[src/rtl/uart_pkg.sv]
// Shared UART definitions: FSM state encoding and parity mode constants.
// The receive side imports this package as well.
package uart_pkg;

    typedef enum logic [2:0] {
        ST_IDLE,
        ST_START,
        ST_DATA,
        ST_PARITY,
        ST_STOP
    } uart_state_e;

    localparam int unsigned PAR_NONE = 0;
    localparam int unsigned PAR_EVEN = 1;
    localparam int unsigned PAR_ODD  = 2;

    // Any mode other than even/odd (including the unused code 3) means no parity bit.
    function automatic logic parity_enabled(input int unsigned mode);
        return (mode == PAR_EVEN) || (mode == PAR_ODD);
    endfunction

endpackage

[src/rtl/uart_tx_if.sv]
// Parallel-word valid/ready handshake feeding the UART transmitter.
interface uart_tx_if #(
    parameter int unsigned DATA_BITS = 8
);
    logic [DATA_BITS-1:0] tx_data;
    logic                 tx_valid;
    logic                 tx_ready;

    modport master (output tx_data, output tx_valid, input tx_ready);
    modport slave  (input tx_data, input tx_valid, output tx_ready);
endinterface

[src/rtl/uart_bit_timer.sv]
// Bit-period divider: one-cycle tick every CLKS_PER_BIT cycles while run is high.
module uart_bit_timer #(
    parameter int unsigned CLKS_PER_BIT = 4
) (
    input  logic clk,
    input  logic rst,
    input  logic run,
    output logic tick
);
    localparam int unsigned CNT_W = $clog2(CLKS_PER_BIT);
    localparam logic [CNT_W-1:0] LAST = CNT_W'(CLKS_PER_BIT - 1);

    logic [CNT_W-1:0] count;

    always_ff @(posedge clk) begin
        if (rst || !run) begin
            count <= '0;
        end else if (count == LAST) begin
            count <= '0;
        end else begin
            count <= count + CNT_W'(1);
        end
    end

    assign tick = run && (count == LAST);

endmodule

[src/rtl/uart_tx.sv]
// UART transmitter: start bit, DATA_BITS LSB-first, optional parity, one stop bit.
// All outputs are registered and change on the same edge as the FSM state.
module uart_tx
    import uart_pkg::*;
#(
    parameter int unsigned CLKS_PER_BIT = 4,
    parameter int unsigned DATA_BITS    = 8,
    parameter int unsigned PARITY       = 0
) (
    input  logic     clk,
    input  logic     rst,
    uart_tx_if.slave bus,
    output logic     tx,
    output logic     busy
);
    localparam int unsigned IDX_W = $clog2(DATA_BITS);
    localparam logic [IDX_W-1:0] LAST_IDX = IDX_W'(DATA_BITS - 1);
    localparam logic PAR_EN  = parity_enabled(PARITY);
    localparam logic PAR_INV = (PARITY == PAR_ODD);

    uart_state_e          state;
    logic [DATA_BITS-1:0] shift_reg;
    logic [IDX_W-1:0]     bit_idx;
    logic                 par_bit;
    logic                 ready_q;
    logic                 run;
    logic                 tick;

    assign run          = (state != ST_IDLE);
    assign bus.tx_ready = ready_q;

    uart_bit_timer #(
        .CLKS_PER_BIT(CLKS_PER_BIT)
    ) u_timer (
        .clk (clk),
        .rst (rst),
        .run (run),
        .tick(tick)
    );

    always_ff @(posedge clk) begin
        if (rst) begin
            state     <= ST_IDLE;
            tx        <= 1'b1;
            busy      <= 1'b0;
            ready_q   <= 1'b0;
            bit_idx   <= '0;
            shift_reg <= '0;
            par_bit   <= 1'b0;
        end else begin
            case (state)
                ST_IDLE: begin
                    tx      <= 1'b1;
                    busy    <= 1'b0;
                    ready_q <= 1'b1;
                    // ready_q is the registered flag, so no accept on the edge leaving reset
                    if (bus.tx_valid && ready_q) begin
                        shift_reg <= bus.tx_data;
                        par_bit   <= (^bus.tx_data) ^ PAR_INV;
                        bit_idx   <= '0;
                        state     <= ST_START;
                        tx        <= 1'b0;
                        busy      <= 1'b1;
                        ready_q   <= 1'b0;
                    end
                end
                ST_START: begin
                    if (tick) begin
                        state     <= ST_DATA;
                        tx        <= shift_reg[0];
                        shift_reg <= shift_reg >> 1;
                    end
                end
                ST_DATA: begin
                    if (tick) begin
                        if (bit_idx == LAST_IDX) begin
                            bit_idx <= '0;
                            if (PAR_EN) begin
                                state <= ST_PARITY;
                                tx    <= par_bit;
                            end else begin
                                state <= ST_STOP;
                                tx    <= 1'b1;
                            end
                        end else begin
                            bit_idx   <= bit_idx + IDX_W'(1);
                            tx        <= shift_reg[0];
                            shift_reg <= shift_reg >> 1;
                        end
                    end
                end
                ST_PARITY: begin
                    if (tick) begin
                        state <= ST_STOP;
                        tx    <= 1'b1;
                    end
                end
                ST_STOP: begin
                    if (tick) begin
                        state   <= ST_IDLE;
                        tx      <= 1'b1;
                        busy    <= 1'b0;
                        ready_q <= 1'b1;
                    end
                end
                default: begin
                    state <= ST_IDLE;
                    tx    <= 1'b1;
                    busy  <= 1'b0;
                end
            endcase
        end
    end

endmodule

[src/flat_wrapper.sv]
// flat-port wrapper written by rule: the top's interface ports become plain ports
module uart_tx_flat import uart_pkg::*;
#(
    parameter int unsigned CLKS_PER_BIT = 4,
    parameter int unsigned DATA_BITS    = 8,
    parameter int unsigned PARITY       = 0
)
  (clk, rst, tx, busy, bus_tx_data, bus_tx_valid, bus_tx_ready);
  uart_tx_if #(.DATA_BITS(DATA_BITS)) bus_i ();
  input  logic clk;
  input  logic rst;
  output logic tx;
  output logic busy;
  input wire logic [$bits(bus_i.tx_data)-1:0] bus_tx_data;
  input wire logic [$bits(bus_i.tx_valid)-1:0] bus_tx_valid;
  output wire logic [$bits(bus_i.tx_ready)-1:0] bus_tx_ready;
  assign bus_i.tx_data = bus_tx_data;
  assign bus_i.tx_valid = bus_tx_valid;
  assign bus_tx_ready = bus_i.tx_ready;
  uart_tx #(.CLKS_PER_BIT(CLKS_PER_BIT), .DATA_BITS(DATA_BITS), .PARITY(PARITY)) u_core (.clk(clk), .rst(rst), .bus(bus_i), .tx(tx), .busy(busy));
endmodule
[config.mk]
export PLATFORM = sky130hd
export DESIGN_NAME = uart_tx_flat
export DESIGN_NICKNAME = d
export VERILOG_FILES = /design/src/rtl/uart_pkg.sv /design/src/rtl/uart_tx_if.sv /design/src/rtl/uart_bit_timer.sv /design/src/rtl/uart_tx.sv /design/src/flat_wrapper.sv
export SDC_FILE = /design/constraint.sdc
export NUM_CORES = 1
export LEC_CHECK = 0
export BUFFER_PORTS_ARGS = -buffer_cell sky130_fd_sc_hd__buf_2
export CAP_MARGIN = 20
export CORE_MARGIN = 3
export CORE_UTILIZATION = 49
export DETAILED_ROUTE_END_ITERATION = 7
export PLACE_DENSITY = 0.84
export SETUP_SLACK_MARGIN = 0.5
export SLEW_MARGIN = 20
export SYNTH_ARGS = -nofsm -noshare
export SYNTH_HDL_FRONTEND = slang
export SYNTH_SLANG_ARGS = --single-unit
[constraint.sdc]
create_clock -name clk -period 1.9 [get_ports clk]
set_input_delay 0.38 -clock clk [delete_from_list [all_inputs] [get_ports clk]]
set_output_delay 0.38 -clock clk [all_outputs]
set_load 0.03 [all_outputs]
==> results of run 1 <==
## Yosys cell counts
library cell / count
dfxtp_1: 19
a21oi_1: 14
nor2_1: 11
a211oi_2: 8
nand2_1: 8
mux2i_1: 7
clkbuf_1: 6
nor3_1: 6
ha_1: 3
nand4_1: 3
buf_2: 2
o21a_1: 2
o21ai_0: 2
a211o_1: 1
a2bb2oi_1: 1
a311oi_1: 1
a32oi_1: 1
and2_1: 1
buf_6: 1
nand2b_1: 1
nand3b_1: 1
nor2_2: 1
nor3b_1: 1
nor4_1: 1
nor4b_1: 1
o31a_1: 1
or2_0: 1
xnor2_1: 1
## repair_timing
item | CTS | global route
setup buffers | 3 | 0
setup endpoints to repair | 13 | 13
hold buffers | 0 | 0
gates resized for setup | 6 | 3
pin swaps | 2 | 2
## routing by layer
metal | global-route usage, % | up-vias | wire length, µm
met2 | 29.6 | 15 | 947
met3 | 5.34 | 2 | 113
li1 | - | 419 | -
met5 | 0 | - | 0
met4 | 5.53 | 0 | 16
met1 | 22.0 | 384 | 903
## layout by cell type (no fill, tap or decap), types with 2 or more instances in the layout
cell | netlist | routed
dfxtp_2 | 0 | 4
ha_4 | 0 | 3
a211oi_2 | 8 | 7
mux2i_1 | 7 | 7
nand4_1 | 3 | 3
o21a_1 | 2 | 2
buf_2 | 2 | 13
dfxtp_1 | 19 | 15
clkbuf_4 | 0 | 3
a21oi_1 | 14 | 13
nor2_1 | 11 | 11
nor3_1 | 6 | 6
buf_4 | 0 | 8
nand2_1 | 8 | 8
## stage by stage
stage               total power, mW  instance area (µm²)
floorplan                     0.584                  990
global placement              0.621                 1090
detailed placement            0.629                 1090
CTS                           0.838                 1150
global route                  0.880                 1160
finish                        0.836                 1160
## how the worst min path moves through the flow
stage | slack, ns | cells past startpoint | end | from
finish | 0.35 | 3 | u_core.shift_reg[7] | bus_tx_data[7]
global route | 0.34 | 3 | u_core.shift_reg[7] | bus_tx_data[7]
floorplan | 0.41 | 1 | u_core.u_timer.count[0] | u_core.u_timer.count[0]
detailed placement | 0.44 | 1 | u_core.u_timer.count[0] | u_core.u_timer.count[0]
CTS | 0.35 | 3 | u_core.shift_reg[7] | bus_tx_data[7]
global placement | 0.42 | 1 | u_core.u_timer.count[0] | u_core.u_timer.count[0]
## report_power, final
group          internal, mW  switching, mW
clock network        0.0819          0.123
logic                0.0844          0.101
registers             0.427         0.0189
total                 0.593          0.243
## cell type report
cell class                 count  area share, %
clock buffer                   4           2.26
sequential                    19           33.2
tap                           25           2.69
timing repair buffer          22           11.7
multi-input combinational     78           50.1
## kinds of logic (layout without fill, tap and decap cells)
group           Yosys count  count (layout)  synth area share (%)
simple gates             36              36                  18.4
buf+inv                   9              26                  4.59
xor+xnor                  1               1                 0.918
flops                    19              19                  39.8
compound gates           31              31                  25.0
fa+ha+maj                 3               3                  3.93
mux                       7               7                  7.34
## tightest hold or removal path: stages
cell	delay, ns
buf_2	0.10
nand2_1	0.05
a311oi_1	0.08
==> results.md, run 1 <==
- The flow ran to the end, and the final reports show no timing, DRC or antenna violations.
- The total nets after synthesis is 120.
- After detailed routing, the average wire length per cell comes to 13.4 µm.
- The class of the tightest hold or removal check is in2reg.
- 14 I/O pins were placed.
- Counting flops and latches in the post-synthesis netlist gives 19.
- The number of warnings printed during yosys synthesis is 0.
- The clock net in this run drives a total of 19 sinks.
- The number of cells on the worst reg-to-reg path is 7.
- The worst slack after detailed placement is 0.225 ns.
- In this run the critical register-to-register path is launched from u_core.bit_idx[1].
- At the end of the flow the core is filled with cells to 65.1%.
- The worst path meets setup with 0.338 ns of slack.
- The critical path crosses 7 cells after its start point.
- Dividing the detail-routed via count by the number of cells gives 5.54.
- The via count of the first global-routing pass is 749.
- The ratio of cells with drive above 1 in the final layout is 35.0%.
- A synthesized cell averages 9.01 µm².
- The clock latency of the later-clocked register in the worst-skew pair is 0.30 ns.
- The final weighted congestion in routability-driven placement is 0.797.
- After global routing the overflow that remains totals 0.
- The wire-length estimate of the detail-placed layout is 1.39 mm.
- The number of buffers added by the clock tree synthesis step is 3.
- The number of standard cells after synthesis is 106.
- The count of final hold-check violations came to 0.
- Of all cell types, the one taking the most synthesized area is dfxtp_1.
- The core outline area is 0.00178 mm².
- The slew at the pin closest to its max-slew limit is 0.455 ns.
- From synthesis to final layout, the design area changed by 21.6%.
- The die covers 0.00251 mm².
- The site row count is 15.
- The critical path class is reg2reg.
- The number of antenna violations at the first check in global routing is 0.
- The root buffer cell chosen for the clock tree is clkbuf_4.
- The number of antenna diodes in the final layout is 0.
- The final cycle utilization of the critical path is 82.2%.
- The area taken by flip-flops and latches is 385 µm².
- Once layout is complete, the cells apart from fillers number 148.
- In this design, the largest share of critical-path delay is due to compound AO/OA/AOI/OAI gates.
- The count of antenna-violating nets left after detailed routing is 0.
- Counting stages on the worst path, the most repeated cell is ha_4.
- The worst setup path startpoint is u_core.bit_idx[1].
- The post-synthesis cell type count is 28.
- Of all nets on the critical path, the largest fanout is 8.
- The detailed router finished its first iteration with 13 violations.
- Across all layers, the routed design uses 820 vias.
- The overall die width is 50.1 µm.
- Counting tap cells, the placed design contains a total of 141 instances.
- The max-slew violation total from the final report is 0.
- Port buffering added 13 buffers.
- Setup violations remaining at the end of the flow were counted as 0.
- Across the VDD grid, the largest voltage drop is 0.000410 V.
- The final-layout fill cell count is 161.
- The post-layout minimum cycle time is 1.56 ns.
- The first global-routing pass estimated 3.46 mm of wire.
- Entering global routing, the biggest net connects 21 pins.
- The vertical die dimension is 50.1 µm.
- In this run the register-to-register setup slack is 0.34 ns.
- For this design, the slowest cell found on the critical path is dfxtp_2.
- The number of nets in the final layout is 138.
- Dividing total power by cell area gives a power density of 720 mW/mm².
- The worst relative slew slack is 69.7%.
- The worst stage delay on the critical path is 0.35 ns.
- Global routing consumed, over all layers together, 17.9% of the routing resources.
- The worst flop-to-flop path endpoint is u_core.shift_reg[2].
- Setup repair after global routing could not meet its margin everywhere.
- The arrival time at the worst endpoint is 1.79 ns.
- The worst setup path is captured at a flip-flop.
- After synthesis, the largest area contributor takes up 39.8% of total cell area.
- The routed wire length is 1.98 mm.
- The register with the most flip-flops in the layout has 8 of them.
- For the worst setup path, the data required time is 2.13 ns.
- After synthesis the cells add up to 955 µm².
- CTS built an H-tree with a depth of 1.
- The post-route DRC violation count is 0.
- Summing all multi-input logic gate instances after layout gives 582 µm².
- Across the run, the number of max-cap violations was 0.
- The post-route setup TNS is 0 ns.
- The clock arrives with 0.00563 ns of skew.
- The number of buffers on the longest clock path is 2.
- The iteration count of the initial detailed-routing pass is 4.
- The reported leakage power is 0.414 nW.
- Summing the sequential cell areas from Yosys gives 39.8% of the chip area.
- TritonCTS built the clock tree.
- Ranked by total cell area, the synthesized netlist is headed by dfxtp_1 (40%), a211oi_2 (10%), a21oi_1 (7.3%).
- The critical path goes through ha_4, ha_4, o21a_1, a211oi_4, buf_6, a21oi_1, a211oi_2.
- The number of buffers and inverters on the critical path is 1.
- The critical path launch point type is a flip-flop.
- The starting density of the core is 53.5%.
- The clock-pin transition on the worst setup and hold timing paths is 0.11 ns.
- The endpoint of the most critical setup path is u_core.shift_reg[2].
- The fmax is 640 MHz.
- On the final layout, the worst hold slack is 0.355 ns.
(Power assumes the default switching activity.)
==> inputs of run 2 (changes only) <==
clock period = 1.3 ns   (was 1.9 ns; I/O delays follow)
==> run 2 against run 1 <==
Net effect: the flow now finishes with violations (negative setup slack); critical path depth did not move; critical endpoint is now u_core.shift_reg[1]; largest cell class unchanged; count of clock-buffer cells in the layout did not move; flip-flop and latch count did not move; combinational power increased by 79%; clock power up 42%; cell area rose by 20%; critical path type unchanged; non-clock buffer count increased by 15.
==> results.md, run 2 (synthesis results as in run 1) <==
- The max-cap check violation count is 0.
- The clock latency of the later-clocked register in the worst-skew pair is 0.29 ns.
- The cell depth of the worst hold path is 3.
- For the final database, setup skew stands at 0.00373 ns.
- The class of the tightest hold or removal check is in2reg.
- The number of placed instances, taps included, is 151.
- The max-slew violation total from the final report is 0.
- The worst flop-to-flop path endpoint is u_core.shift_reg[1].
- The worst slack on hold paths is 0.248 ns.
- The count of final hold-check violations came to 0.
- The repair_antennas step left the layout with diodes totalling 0.
- The post-place instance area is 0.00122 mm².
- The post-route netlist has 50.7% of its cells at a drive strength greater than 1.
- The CTS tree is yes.
- The core outline area is 0.00178 mm².
- The number of DRC markers in iteration 0 is 25.
- The worst path uses 125% of the clock period.
- The slew at the pin closest to its max-slew limit is 0.432 ns.
- For this run the aggregate overflow at the end of global routing stands at 0.
- The number of cells on the worst reg-to-reg path is 7.
- The finished cells cover 0.00140 mm².
- The endpoint type of the worst setup path is a flip-flop.
- The tree built by TritonCTS fans out to 19 sinks.
- After detailed routing, the number of vias per cell comes to 5.61.
- The via count of the first global-routing pass is 931.
- The run finished, with violations left.
- The non-filler instance count after layout is 163.
- In this run the core area contains 15 standard-cell rows.
- The number of antenna violations at the first check in global routing was 0.
- The total routing resource utilization after global routing is 22.4%.
- The setup check on the worst reg-to-reg path leaves a slack of -0.33 ns.
- The number of buffers added by the clock tree synthesis step is 3.
- The worst relative slew slack is 71.2%.
- The checks that failed: negative setup slack.
- The post-route setup TNS is -2.96 ns.
- In this run the tool buffered the top-level ports with 13 buffer cells.
- The die covers 0.00251 mm².
- The post-layout minimum cycle time is 1.63 ns.
- The end of the worst hold path is u_core.shift_reg[7].
- The critical path class is reg2reg.
- The clock-pin transition on the worst setup and hold timing paths is 0.10 ns.
- Measured along the x axis, the die boundary spans 50.1 µm.
- At the worst endpoint, the arrival time is 1.84 ns.
- The number of buffers on the longest clock path is 2.
- The critical path launch point type is a flip-flop.
- In this run the critical register-to-register path is launched from u_core.bit_idx[1].
- The maximum vdd ir drop is 0.000627 V.
- The count of nets left with antenna violations once routing finished came out at 0.
- The reported leakage power is 0.519 nW.
- Timing would allow up to 614 MHz.
- After filler insertion, the fill cell instance count of the layout stands at 113.
- In this run the power density over the cells is 914 mW/mm².
- The biggest fanout along the worst timing path is 9.
- Setup repair after global routing could not meet its margin everywhere.
- The area taken by flip-flops and latches is 395 µm².
- The area growth from synthesis to final layout is 46.5%.
- The routed length per instance is 15.9 µm.
- The worst hold path begins at bus_tx_data[7].
- For this run, the post-layout net count is 153.
- The number of flip-flops in the largest register is 8.
- Detailed placement finished with a half-perimeter wire length of 1.61 mm.
- The initial utilization of the core area, before any placement, comes to 53.5%.
- The cell sitting at the root of the clock tree is a clkbuf_4.
- Summing all multi-input logic gate instances after layout gives 623 µm².
- The via total after detailed routing is 915.
- The vertical die dimension is 50.1 µm.
- The first-pass GRT wire length is 4.26 mm.
- CTS built an H-tree with a depth of 1.
- The worst setup path startpoint is u_core.bit_idx[1].
- The final weighted congestion in routability-driven placement is 0.783.
- The top cell types in the final layout, fill and taps aside, are buf_4 (14), a21oi_1 (13), nor2_1 (11), buf_2 (10), buf_6 (10).
- Setup violations remaining at the end of the flow were counted as 13.
- Once routing completed, OpenROAD measured the worst setup slack at -0.328 ns.
- The most frequent standard cell in the layout excluding fill and tap cells is buf_4.
- The I/O pin count is 14.
- Entering global routing, the biggest net connects 21 pins.
- The post-route DRC violation count is 0.
- The iteration count of the initial detailed-routing pass is 4.
- At the worst endpoint, the required time is 1.52 ns.
- The overall power consumption is 1.28 mW.
- The routed wire length is 2.60 mm.
run 2: cell count changes in the layout (fill, tap and decap cells not counted), moves of 2 or more:
| cell | before | now |
|---|---|---|
| dfxtp_1 | 15 | 9 |
| buf_2 | 13 | 10 |
| nor3_1 | 6 | 3 |
| buf_4 | 8 | 14 |
| dfxtp_2 | 4 | 9 |
| buf_12 | 0 | 2 |
| buf_6 | 1 | 10 |
| nor3_2 | 0 | 2 |
run 2: layout make-up:
cell class              count  share of cell area, %
clock buffers               4                   1.88
flip-flops and latches     19                   28.3
multi-input cells          78                   44.5
repair buffers             37                   23.1
well taps                  25                   2.24
run 2: what timing repair did:
| action | CTS | global route |
|---|---|---|
| pin swaps | 7 | 3 |
| gates resized for setup | 25 | 4 |
| setup endpoints to repair | 22 | 22 |
| cloned | 0 | 0 |
| setup buffers | 6 | 2 |
| hold buffers | 0 | 0 |
run 2: per-stage QoR:
stage,utilization [%],worst slack (ns)
floorplan,-,-0.330
global placement,68.2,-0.211
detailed placement,68.2,-0.253
CTS,76.6,-0.284
global route,78.5,-0.366
finish,78.5,-0.328
run 2: routing by layer:
metal | global-route usage, % | wire [µm] | vias up
met5 | 0 | 0 | -
met1 | 23.4 | 1070 | 440
met4 | 5.53 | 32 | 0
met2 | 43.9 | 1430 | 20
met3 | 5.34 | 69 | 4
li1 | - | - | 451
run 2: worst max-delay path by stage:
stage | end | cells past startpoint
after floorplan | u_core.shift_reg[0] | 7
after global placement | u_core.shift_reg[5] | 7
after detailed placement | u_core.shift_reg[1] | 7
after CTS | u_core.shift_reg[3] | 7
after global routing | u_core.shift_reg[3] | 7
final | u_core.shift_reg[1] | 7
run 2: critical path, cell delays in order, from the launching register on:
cell,delay (ns)
dfxtp_2,0.35
ha_4,0.16
ha_4,0.15
o21a_1,0.22
a211oi_4,0.21
buf_6,0.17
a21oi_1,0.09
a211oi_2,0.20
run 2: power by group:
part / switching [mW] / leakage (nW) / internal, mW
Sequential: 0.0318 / 0.159 / 0.624
Combinational: 0.167 / 0.345 / 0.165
Clock: 0.172 / 0.0150 / 0.119
==> inputs of run 3 (changes only) <==
ABC_AREA = 1   (was unset)
CTS_CLUSTER_SIZE = 16   (was unset)
PLACE_DENSITY = 0.83   (was 0.84)
==> run 3 against run 2 <==
Net effect: the flow still finishes with violations (negative setup slack); register-to-register slack gained 0.26 ns; global-route usage grew 0.86 points; final cell count grew 30%; flip-flop and latch count is the same; first-iteration DRC count grew to 2.6 times the previous value; largest power group is now combinational logic.
==> results.md, run 3 <==
- The post-route DRC violation count is 0.
- The total nets after synthesis is 170.
- The switching power as a share of total power is 49.9%.
- In this run the static leakage power is 0.690 nW.
- The number of antenna violations at the first check in global routing is 0.
- The number of warnings printed during yosys synthesis is 0.
- The sequential power share is 23.9%.
- After legalization and detailed placement, the total HPWL measured 1.68 mm.
- Of the total power, the clock network draws 6.8%.
- The total routing resource utilization after global routing is 23.3%.
- The pin count of the biggest net entering global routing is 11.
- The number of synthesized flops with an enable pin is 0.
- Dividing total power by cell area gives a power density of 3050 mW/mm².
- For the worst setup path, the data arrival time is 1.61 ns.
- Row generation in the floorplan step produced 15 rows.
- The sink count of the clock tree is 19.
- Once detail routing completed, the nets flagged for antenna violations numbered 0.
- The register with the most flip-flops in the layout has 8 of them.
- Sorting the synthesized cells by area gives the leading types as dfxtp_1 (38%), nand2_1 (17%), nor2_1 (10%).
- In this run the number of H-tree levels came out at 1.
- The top cell type by area accounts for 37.6% of the synthesized area.
- The largest area contributor in the netlist is dfxtp_1.
- The endpoint type of the worst setup path is a flip-flop.
- Once layout is done, the placed cells without fillers occupy 0.00148 mm².
- The max-cap check violation count is 0.
- The count of input and output buffers is 13.
- The final-layout fill cell count is 120.
- The critical path launch point type is a flip-flop.
- Summed over all layers, the global routing overflow is 0.
- The slew at the pin closest to its max-slew limit is 0.283 ns.
- At the end of the flow, the number of nets in the layout was 202.
- The library cell with the highest instance count after synthesis is nand2_1.
- Measured along the x axis, the die boundary spans 51.4 µm.
- The number of storage elements in the synthesis netlist is 19.
- Setup violations remaining at the end of the flow were counted as 6.
- The checks that failed: negative setup slack.
- The sequential fraction of the synthesis area is 37.6%.
- No sink is reached through more buffers than the 2 on the longest clock path.
- In the synthesized netlist the dominant register cell turns out to be dfxtp_1.
- The mapped netlist covers 0.00101 mm².
- For this design, the CTS-stage hold fixing added 0 buffers.
- Final hold analysis gives a worst-case slack of 0.213 ns.
- Per report_power, the combinational group accounts for 69.3% of the total.
- The iteration count of the initial detailed-routing pass is 4.
- The congestion estimate from routability-driven global placement came to 0.892.
- The worst setup path is of the reg2reg kind.
- The via total after detailed routing is 1183.
- The full die area is 0.00264 mm².
- The CTS tree is yes.
- The clock reaches the later pin of the worst-skew pair after 0.30 ns.
- The clock-pin transition on the worst setup and hold timing paths is 0.11 ns.
- For this design the total switching power over the nets is 2.24 mW.
- Of the cells placed in the final design, the portion with a size suffix greater than 1 is 43.3%.
- Setup slack on the critical path of the routed design comes to -0.0702 ns.
- The async set-or-reset flop fraction in the synthesized netlist is 0%.
- The number of buffers added by the clock tree synthesis step is 3.
- Cell internal power was estimated by the tool at 2.25 mW.
- The worst path uses 105% of the clock period.
- The top cell types in the final layout, fill and taps aside, are nand2_1 (34), nor2_1 (26), nand2_2 (14), inv_1 (13), buf_4 (11).
- The number of antenna diodes in the final layout is 0.
- In this run the tightest slew margin relative to its limit is 81.1%.
- After routing, the total negative slack on setup checks comes to -0.173 ns.
- The post-synthesis cell type count is 19.
- The area growth from synthesis to final layout is 45.9%.
- Setup repair after global routing could not meet its margin everywhere.
- Pin placement for this block handled 14 I/O pins.
- The count of final hold-check violations is 0.
- The post-place instance area is 0.00123 mm².
- Timing analysis after detailed placement gives a worst setup slack of -0.0382 ns.
- For this run, the top clock speed supported by timing is 730 MHz.
- The region available for standard cell placement spans 0.00184 mm².
- The maximum vdd ir drop is 0.00191 V.
- The floorplan step set the die height to 51.4 µm.
- The setup clock skew after layout is 0.00927 ns.
- The mean instance size in the synthesized netlist is 6.48 µm².
- The routed length per instance is 14.9 µm.
- The non-filler instance count after layout is 212.
- The max-slew violation total from the final report is 0.
- The via density per instance is 5.58.
- After layout, the minimum clock period comes to 1.37 ns.
- The run finished, with violations left.
- The first-pass GRT wire length is 4.66 mm.
- The required arrival time at the worst endpoint is 1.54 ns.
- The cell count after placement is 201.
- The most frequent standard cell in the layout excluding fill and tap cells is nand2_1.
- The via count of the first global-routing pass is 1055.
- The class of the tightest hold or removal check is in2reg.
- The biggest fanout along the worst timing path is 8.
- The tree is rooted in a clkbuf_4.
- The number of DRC markers in iteration 0 is 64.
- The routed wire length is 3.15 mm.
- Across all register-to-register paths, the minimum setup slack is -0.07 ns.
- The area taken by flip-flops and latches is 402 µm².
- The combined area of the multi-input logic cells is 712 µm².
- In the synthesized netlist, the cells that appear most often are nand2_1 (47), nor2_1 (28), dfxtp_1 (19), inv_1 (14), nand3_1 (12).
- The starting density of the core is 55.0%.
- The number of standard cells after synthesis is 156.
run 3: critical path, stage by stage, from the launching register on:
cell,delay [ns]
dfxtp_2,0.35
ha_4,0.16
ha_4,0.15
nand3_2,0.06
nand2_2,0.06
inv_4,0.09
nand3_4,0.14
nand2_1,0.09
nand2_1,0.07
nor2_1,0.12
run 3: timing repair:
item | CTS | global route
pin swaps | 21 | 11
resized for setup | 30 | 17
setup endpoints to repair | 22 | 22
buffers inserted | 3 | 3
hold endpoints to repair | 0 | 0
gates cloned | 1 | 0
run 3: area by class of cell:
class                      count  share of cell area (%)
clock buffer                   4                    1.78
inverter                      18                    4.92
multi-input combinational    117                    48.3
sequential                    19                    27.2
tap                           25                    2.12
timing repair buffer          29                    15.7
run 3: final timing paths:
path                                start                      end  cells past startpoint
hold / removal                        rst          u_core.state[2]                      2
setup / recovery        u_core.bit_idx[1]      u_core.shift_reg[3]                      9
setup reg to reg        u_core.bit_idx[1]      u_core.shift_reg[3]                      9
hold reg to reg   u_core.u_timer.count[0]  u_core.u_timer.count[0]                      1
run 3: routing by layer:
metal  track usage, %  up-vias  routed length, µm
li1                 -      555                  -
met1             28.8      532               1290
met2             38.8       71               1490
met3             4.37       25                202
met4             10.5        0                165
met5                0        -                  0
run 3: cells by family after synthesis:
kind of cell / share of synthesized area, %
buf+inv: 8.79
fa+ha+maj: 3.71
compound gates: 9.53
simple gates: 40.3
flops: 37.6
run 3: metrics by stage:
stage                     utilization [%]  power, mW
after floorplan                         -       2.73
after global placement               66.9       3.23
after detailed placement             66.9       3.32
after CTS                            76.1       4.04
after global routing                 80.2       4.85
final                                80.2       4.49
run 3: power groups by stage:
stage	sequential, mW	combinational [mW]	clock [mW]
CTS	1.05	2.68	0.306
global route	1.10	3.43	0.325
global placement	1.01	2.22	0
floorplan	1.05	1.68	0
finish	1.08	3.12	0.304
detailed placement	1.02	2.31	0
